<file path="config.mk">
export PLATFORM = sky130hd
export DESIGN_NAME = common_sync_deglitch
export DESIGN_NICKNAME = d
export VERILOG_FILES = /design/src/rtl/common_sync_deglitch.sv
export SDC_FILE = /design/constraint.sdc
export NUM_CORES = 1
export LEC_CHECK = 0
export ABC_AREA = 0
export CAP_MARGIN = 20
export CORE_UTILIZATION = 55
export CTS_BUF_LIST = sky130_fd_sc_hd__clkbuf_2
export CTS_CLUSTER_SIZE = 12
export DETAILED_ROUTE_END_ITERATION = 6
export GPL_ROUTABILITY_DRIVEN = 0
export PLACE_DENSITY_LB_ADDON = 0.05
export SLEW_MARGIN = 20
export SYNTH_ARGS = -nofsm -noshare
export SYNTH_HDL_FRONTEND = slang
export SYNTH_SLANG_ARGS = --single-unit
</file>
<file path="constraint.sdc">
create_clock -name clk_i -period 2.18 [get_ports clk_i]
set_clock_uncertainty 0.05 [all_clocks]
set_input_delay 0.436 -clock clk_i [delete_from_list [all_inputs] [get_ports clk_i]]
set_output_delay 0.436 -clock clk_i [all_outputs]
set_load 0.02 [all_outputs]
</file>
<file path="src/rtl/common_sync_deglitch.sv">
// Glitch filter placed after a level synchronizer: clean level, edge strobes and a saturating event counter.
// Optional IRQ flag (irq_o / irq_clr_i) is built when COMMON_SYNC_DEGLITCH_IRQ_EN is defined.
module common_sync_deglitch #(
    parameter int unsigned FILT_CYCLES = 4,
    parameter int unsigned CNT_W       = 16,
    parameter int unsigned EDGE_SEL    = 2
) (
    input  logic             clk_i,
    input  logic             reset_i,
    input  logic             en_i,
    input  logic             data_i,
    input  logic             cnt_clr_i,
`ifdef COMMON_SYNC_DEGLITCH_IRQ_EN
    input  logic             irq_clr_i,
    output logic             irq_o,
`endif
    output logic             data_o,
    output logic             rise_o,
    output logic             fall_o,
    output logic             busy_o,
    output logic [CNT_W-1:0] evt_cnt_o
);

    if (FILT_CYCLES == 0 || FILT_CYCLES > 255) begin : g_bad_filt
        $error("common_sync_deglitch: FILT_CYCLES must be in 1..255");
    end
    if (EDGE_SEL > 2) begin : g_bad_edge
        $error("common_sync_deglitch: EDGE_SEL must be 0, 1 or 2");
    end
    if (CNT_W == 0) begin : g_bad_cnt
        $error("common_sync_deglitch: CNT_W must be at least 1");
    end

    typedef enum logic {
        ST_STABLE  = 1'b0,
        ST_QUALIFY = 1'b1
    } state_t;

    localparam logic [7:0]       FILT_LAST = 8'(FILT_CYCLES - 1);
    localparam logic             CNT_RISE  = (EDGE_SEL == 0) || (EDGE_SEL == 2);
    localparam logic             CNT_FALL  = (EDGE_SEL == 1) || (EDGE_SEL == 2);
    localparam logic [CNT_W-1:0] CNT_MAX   = '1;
    localparam logic [CNT_W-1:0] CNT_ONE   = CNT_W'(1);

    state_t           state_q,    state_d;
    logic [7:0]       filt_cnt_q, filt_cnt_d;
    logic             data_q,     data_d;
    logic             rise_q,     rise_d;
    logic             fall_q,     fall_d;
    logic             busy_q,     busy_d;
    logic [CNT_W-1:0] evt_cnt_q,  evt_cnt_d;
    logic             differs;
    logic             edge_hit;

    assign differs = (data_i != data_q);

    // NOTE: every variable gets a default before any branch, so no path can leave it unassigned and infer a latch.
    always_comb begin
        state_d    = state_q;
        filt_cnt_d = filt_cnt_q;
        data_d     = data_q;
        rise_d     = 1'b0;
        fall_d     = 1'b0;

        if (!en_i) begin
            state_d    = ST_STABLE;
            filt_cnt_d = 8'd0;
        end else begin
            unique case (state_q)
                ST_STABLE: begin
                    if (differs) begin
                        if (FILT_CYCLES == 1) begin
                            data_d = data_i;
                            rise_d = data_i;
                            fall_d = ~data_i;
                        end else begin
                            state_d    = ST_QUALIFY;
                            filt_cnt_d = 8'd1;
                        end
                    end
                end
                ST_QUALIFY: begin
                    if (!differs) begin
                        state_d    = ST_STABLE;
                        filt_cnt_d = 8'd0;
                    end else if (filt_cnt_q == FILT_LAST) begin
                        data_d     = data_i;
                        rise_d     = data_i;
                        fall_d     = ~data_i;
                        state_d    = ST_STABLE;
                        filt_cnt_d = 8'd0;
                    end else begin
                        filt_cnt_d = filt_cnt_q + 8'd1;
                    end
                end
                default: begin
                    state_d    = ST_STABLE;
                    filt_cnt_d = 8'd0;
                end
            endcase
        end

        busy_d = (state_d == ST_QUALIFY);
    end

    // The counter looks at the registered strobes, so a clear arriving alongside a visible strobe still counts it.
    assign edge_hit = (rise_q && CNT_RISE) || (fall_q && CNT_FALL);

    always_comb begin
        evt_cnt_d = evt_cnt_q;
        if (cnt_clr_i) begin
            evt_cnt_d = edge_hit ? CNT_ONE : '0;
        end else if (edge_hit && (evt_cnt_q != CNT_MAX)) begin
            evt_cnt_d = evt_cnt_q + CNT_ONE;
        end
    end

    // NOTE: sequential state uses non-blocking assignments so all flops update from pre-edge values.
    always_ff @(posedge clk_i or posedge reset_i) begin
        if (reset_i) begin
            state_q    <= ST_STABLE;
            filt_cnt_q <= 8'd0;
            data_q     <= 1'b0;
            rise_q     <= 1'b0;
            fall_q     <= 1'b0;
            busy_q     <= 1'b0;
            evt_cnt_q  <= '0;
        end else begin
            state_q    <= state_d;
            filt_cnt_q <= filt_cnt_d;
            data_q     <= data_d;
            rise_q     <= rise_d;
            fall_q     <= fall_d;
            busy_q     <= busy_d;
            evt_cnt_q  <= evt_cnt_d;
        end
    end

    assign data_o    = data_q;
    assign rise_o    = rise_q;
    assign fall_o    = fall_q;
    assign busy_o    = busy_q;
    assign evt_cnt_o = evt_cnt_q;

`ifdef COMMON_SYNC_DEGLITCH_IRQ_EN
    logic irq_q, irq_d;

    // Set has priority over clear, and saturation of the counter does not mask it.
    always_comb begin
        irq_d = irq_q;
        if (edge_hit) begin
            irq_d = 1'b1;
        end else if (irq_clr_i) begin
            irq_d = 1'b0;
        end
    end

    always_ff @(posedge clk_i or posedge reset_i) begin
        if (reset_i) begin
            irq_q <= 1'b0;
        end else begin
            irq_q <= irq_d;
        end
    end

    assign irq_o = irq_q;
`endif

endmodule
</file>
== After elaboration in Yosys (flattened, before gate mapping) ==
Index checks and enable logic that the tools add are counted.
Storage, ports and cells
  input port bits: 5
  logic and storage cells: 39
  register bits: 28
  output and inout port bits: 20
Cells by class
  muxes and demuxes: 21
  $add $sub $neg: 2
  reduce and logical (&&, ||, !) cells: 4
  equal/unequal tests: 4
  bitwise gates (word level): 2
Operator list (number)
  16-bit two-way mux: 2
  8-bit two-way mux: 4
  16-bit by 1-bit adder with 16-bit output (second input constant): 1
  16-bit inequality test (second input constant): 1
  8-bit one-hot mux with 2 select lines: 1
  1-bit two-way mux: 13
  8-bit by 1-bit adder with 8-bit output (second input constant): 1
  8-bit by 2-bit equality test with 1-bit output (second input constant): 1
  4-bit AND reduction: 1
  3-bit inequality test (second input constant): 1
  1-bit NOT: 2
  1-bit one-hot mux with 2 select lines: 1
  2-bit nonzero test: 1
  1-bit logical AND: 1
  1-bit logical OR: 1
  1-bit inequality test: 1

== Logic depth before layout (Yosys ltp) ==
  depth in word-level cells: 5
  gate-level depth with buffers: 6

== Worst setup path after synthesis ==
OpenSTA, ideal clock, no wires.
  path type: reg2reg
  start: reg evt_cnt_q[0], in the netlist evt_cnt_o[0]
  end: reg evt_cnt_q[12], in the netlist evt_cnt_o[12]
  stages on the path, launching flop included: 6
  arrival time: 1.896 ns
  path slack: 0.156 ns
  setup time: 0.078 ns
  cells stage by stage: dfrtp_1 > ha_1 > o2111ai_1 > or3_1 > or4_1 > a21oi_1
Between the ends
  cells in the longest elaborated chain, start to end: 3
  elaborated cells between the ends (all ways): 6
  classes of those cells: 1 x add/sub; 1 x eq/ne; 2 x mux; 2 x reduce/logical
RTL lines
  start, declared: RTL line 51  | logic [CNT_W-1:0] evt_cnt_q, evt_cnt_d;
  start signal, assigned: RTL line 135  | evt_cnt_q <= evt_cnt_d;
  16-bit by 1-bit adder with 16-bit output / 16-bit inequality test (equally long branches): RTL line 114, 113
  16-bit two-way mux / 1-bit logical AND (equally long branches): RTL line 113  | end else if (edge_hit && (evt_cnt_q != CNT_MAX)) begin
  16-bit two-way mux / 2-bit nonzero test (equally long branches)
Parallel ways exist; a longest one is shown, timed or not. The select of a mux whose other input is x is not followed.
A chain may end at the register's enable or synchronous reset.

== Worst setup path after layout ==
Same ends and word-level chain as after synthesis.

==> results.json <==
{
  "grt_use_met1_pct": 33.7,
  "syn_to_final_growth_pct": 23.1,
  "cts_tree": "built",
  "setup_violations": 0,
  "rows": 18,
  "top_usage_layer": "met2",
  "power.leakage_nw": 0.785,
  "crit_type": "reg -> reg",
  "rsz0062_at_grt": "no",
  "dp_hpwl_mm": 2.35,
  "grt_start_max_net_pins": 29,
  "most-common-layout-cells": "dfrtp_1 (26), clkdlybuf4s50_1 (24), a21oi_1 (15), nand3_1 (14), nand2_1 (11)",
  "synth_top_area_share_pct": 45.3,
  "maxCapViolCount": 0,
  "grt_use_met3_pct": 3.55,
  "layout_commonest_cell": "dfrtp_1",
  "chipHeight_um": 55.0,
  "crit_fanout": 7,
  "tns_ps": 0,
  "intPower_w": 0.000702,
  "antennaDiodeCount": 0,
  "worst_pin_slew_ps": 413,
  "place_inst": 218,
  "drc": 0,
  "dieArea_mm2": 0.00303,
  "min_period_ps": 2070,
  "core-area_mm2": 0.00257,
  "grt_pass1_vias": 1251,
  "syn_area_mm2": 0.00155,
  "root_buffer": "clkbuf_2",
  "ys.flop_type": "dfrtp_1",
  "grt-ovfl-total": 0,
  "dr.first_iter.drc_count": 44,
  "sequentialPowerShare_pct": 59.0,
  "start_util_pct": 60.2,
  "hold_class": "in -> async",
  "path_clk_slew_ps": 280,
  "synth_seq_cells": 28,
  "clock-sinks": 28,
  "ys_types": 41,
  "fill_cells": 210,
  "p_per_area_mw_per_mm2": 472,
  "yosys.area.top_type": "dfrtp_1",
  "routed_wl_mm": 3.42,
  "synth_edf_count": 0,
  "met2_usage_pct": 40.4,
  "timing.fmax_mhz": 484,
  "final_cells": 223,
  "io_pins": 25,
  "track_usage_pct": 25.1,
  "final-max-slew-violation-count": 0,
  "irDropWorstVdd_mv": 0.468,
  "power.share.switching_pct": 21.8,
  "die_w_um": 55.0,
  "layout-drive-gt1-share_pct": 12.4,
  "fin_crit_sh_pct": 94.7,
  "async_flop_share_pct": 100,
  "outcome": "completed",
  "layout.nets": 202,
  "crit_arrival_ps": 2330,
  "required_ps": 2450,
  "cts_max_level": 1,
  "detail-route-antenna-nets": 0,
  "final_hold_viol_count": 0,
  "power.total_w": 0.000898,
  "ys_warn_count": 0,
  "p_sw_w": 0.000196,
  "synth_area_leaders": "dfrtp_1 (45%), a21oi_1 (4.9%), nand3_1 (4.5%)",
  "port-buffer-count": 24,
  "cp-end-kind": "flip-flop",
  "insertion_delay_ps": 390,
  "synthesis.nets": 173,
  "grt_pass1_wl_mm": 5.38,
  "cts_buffers": 3,
  "ys_seq_area_share_pct": 45.3,
  "vias": 1402,
  "comb_power_share_pct": 5.6,
  "wire_per_inst_um": 15.3,
  "syn_inst": 165,
  "viasPerCell": 6.29,
  "worst_setup_path_start_kind": "flip-flop",
  "syn_avg_cell_area_um2": 9.37,
  "drt-pass1-iter-count": 4,
  "clockPowerShare_pct": 35.4,
  "ctsHoldBuffers": 0,
  "antenna_found_initial": 0,
  "slew_headroom_pct": 72.4,
  "cts.path.max_buffers": 2
}
## path summary, 6_finish.rpt
path                                     from       endpoint  slack, ps  cells after the start
min in group clk_i              filt_cnt_q[7]  filt_cnt_q[7]        520                      1
worst max-delay path             evt_cnt_o[0]  evt_cnt_o[12]        110                      5
max in group asynchronous             reset_i   evt_cnt_o[4]       1480                      3
worst min-delay path                  reset_i  filt_cnt_q[2]        300                      3
worst min register to register  filt_cnt_q[7]  filt_cnt_q[7]        520                      1
worst max register to register   evt_cnt_o[0]  evt_cnt_o[12]        110                      5
## repair_timing
action | in CTS | in global routing
gates resized for setup | 0 | 3
buffers inserted | 0 | 1
endpoints found under the setup margin | 0 | 2
endpoints found under the hold margin | 0 | 0
## cell usage after synthesis (3+ instances only)
cell and number:
or3_1 3, mux2_2 3, inv_1 5, clkbuf_1 5, ha_1 3, or2_2 3, o21ai_0 4, nor2_1 6
nor2b_1 3, nor3_1 4, o31ai_1 5, a21oi_1 15, nand2_1 11, a31oi_1 4, and3_1 7, or4_1 9
nand3_1 14, dfrtp_1 28
## layout make-up
type	instances	area (um^2)	share of cell area (%)
Sequential cell	28	703	36.9
Clock buffer	3	15.0	0.789
Clock inverter	1	30.0	1.58
Tap cell	30	37.5	1.97
Timing Repair Buffer	32	300	15.8
Inverter	5	18.8	0.986
Multi-Input combinational cell	124	798	41.9
## critical path: stages, from the launching register on
cell and delay (ps):
dfrtp_1 530, ha_1 250, o2111ai_1 170, or3_1 440
or4_1 420, a21oi_1 150
## sequential cells by signal, indices dropped and copies added (netlist names)
register / cells
fall_o: 1
busy_o: 1
data_o: 1
evt_cnt_o: 16
rise_o: 1
filt_cnt_q: 8
## cell families after synthesis
family / Yosys count / synth area share, %
mux: 5 / 3.48
buf+inv: 13 / 3.32
compound gates: 42 / 18.1
flops: 28 / 45.3
simple gates: 73 / 26.8
fa+ha+maj: 3 / 2.43
xor+xnor: 1 / 0.566
## layer usage
layer  vias to the layer above  wire, um
li1                        684         -
met1                       660      1590
met2                        53      1600
met3                         5       191
met4                         0        38
met5                         -         0
## power by group through the flow
stage,combinational (W),clock [W],sequential [W]
floorplan,0.0000281,0,0.000538
global placement,0.0000498,0,0.000537
detailed placement,0.0000511,0,0.000538
CTS,0.0000512,0.000323,0.000529
global route,0.0000571,0.000338,0.000531
finish,0.0000506,0.000318,0.000529
## metrics by stage
step                      utilization, %  worst slack (ps)  hold WS (ps)  cell area [um^2]
after floorplan                        -               156           438              1550
after global placement              71.8              90.1           465              1840
after detailed placement            71.8             -9.28           469              1840
after CTS                           73.6              68.1           309              1890
after global routing                74.1              15.3           337              1900
final                               74.1               114           300              1900
Note: power is estimated with default switching activity, not from simulation.
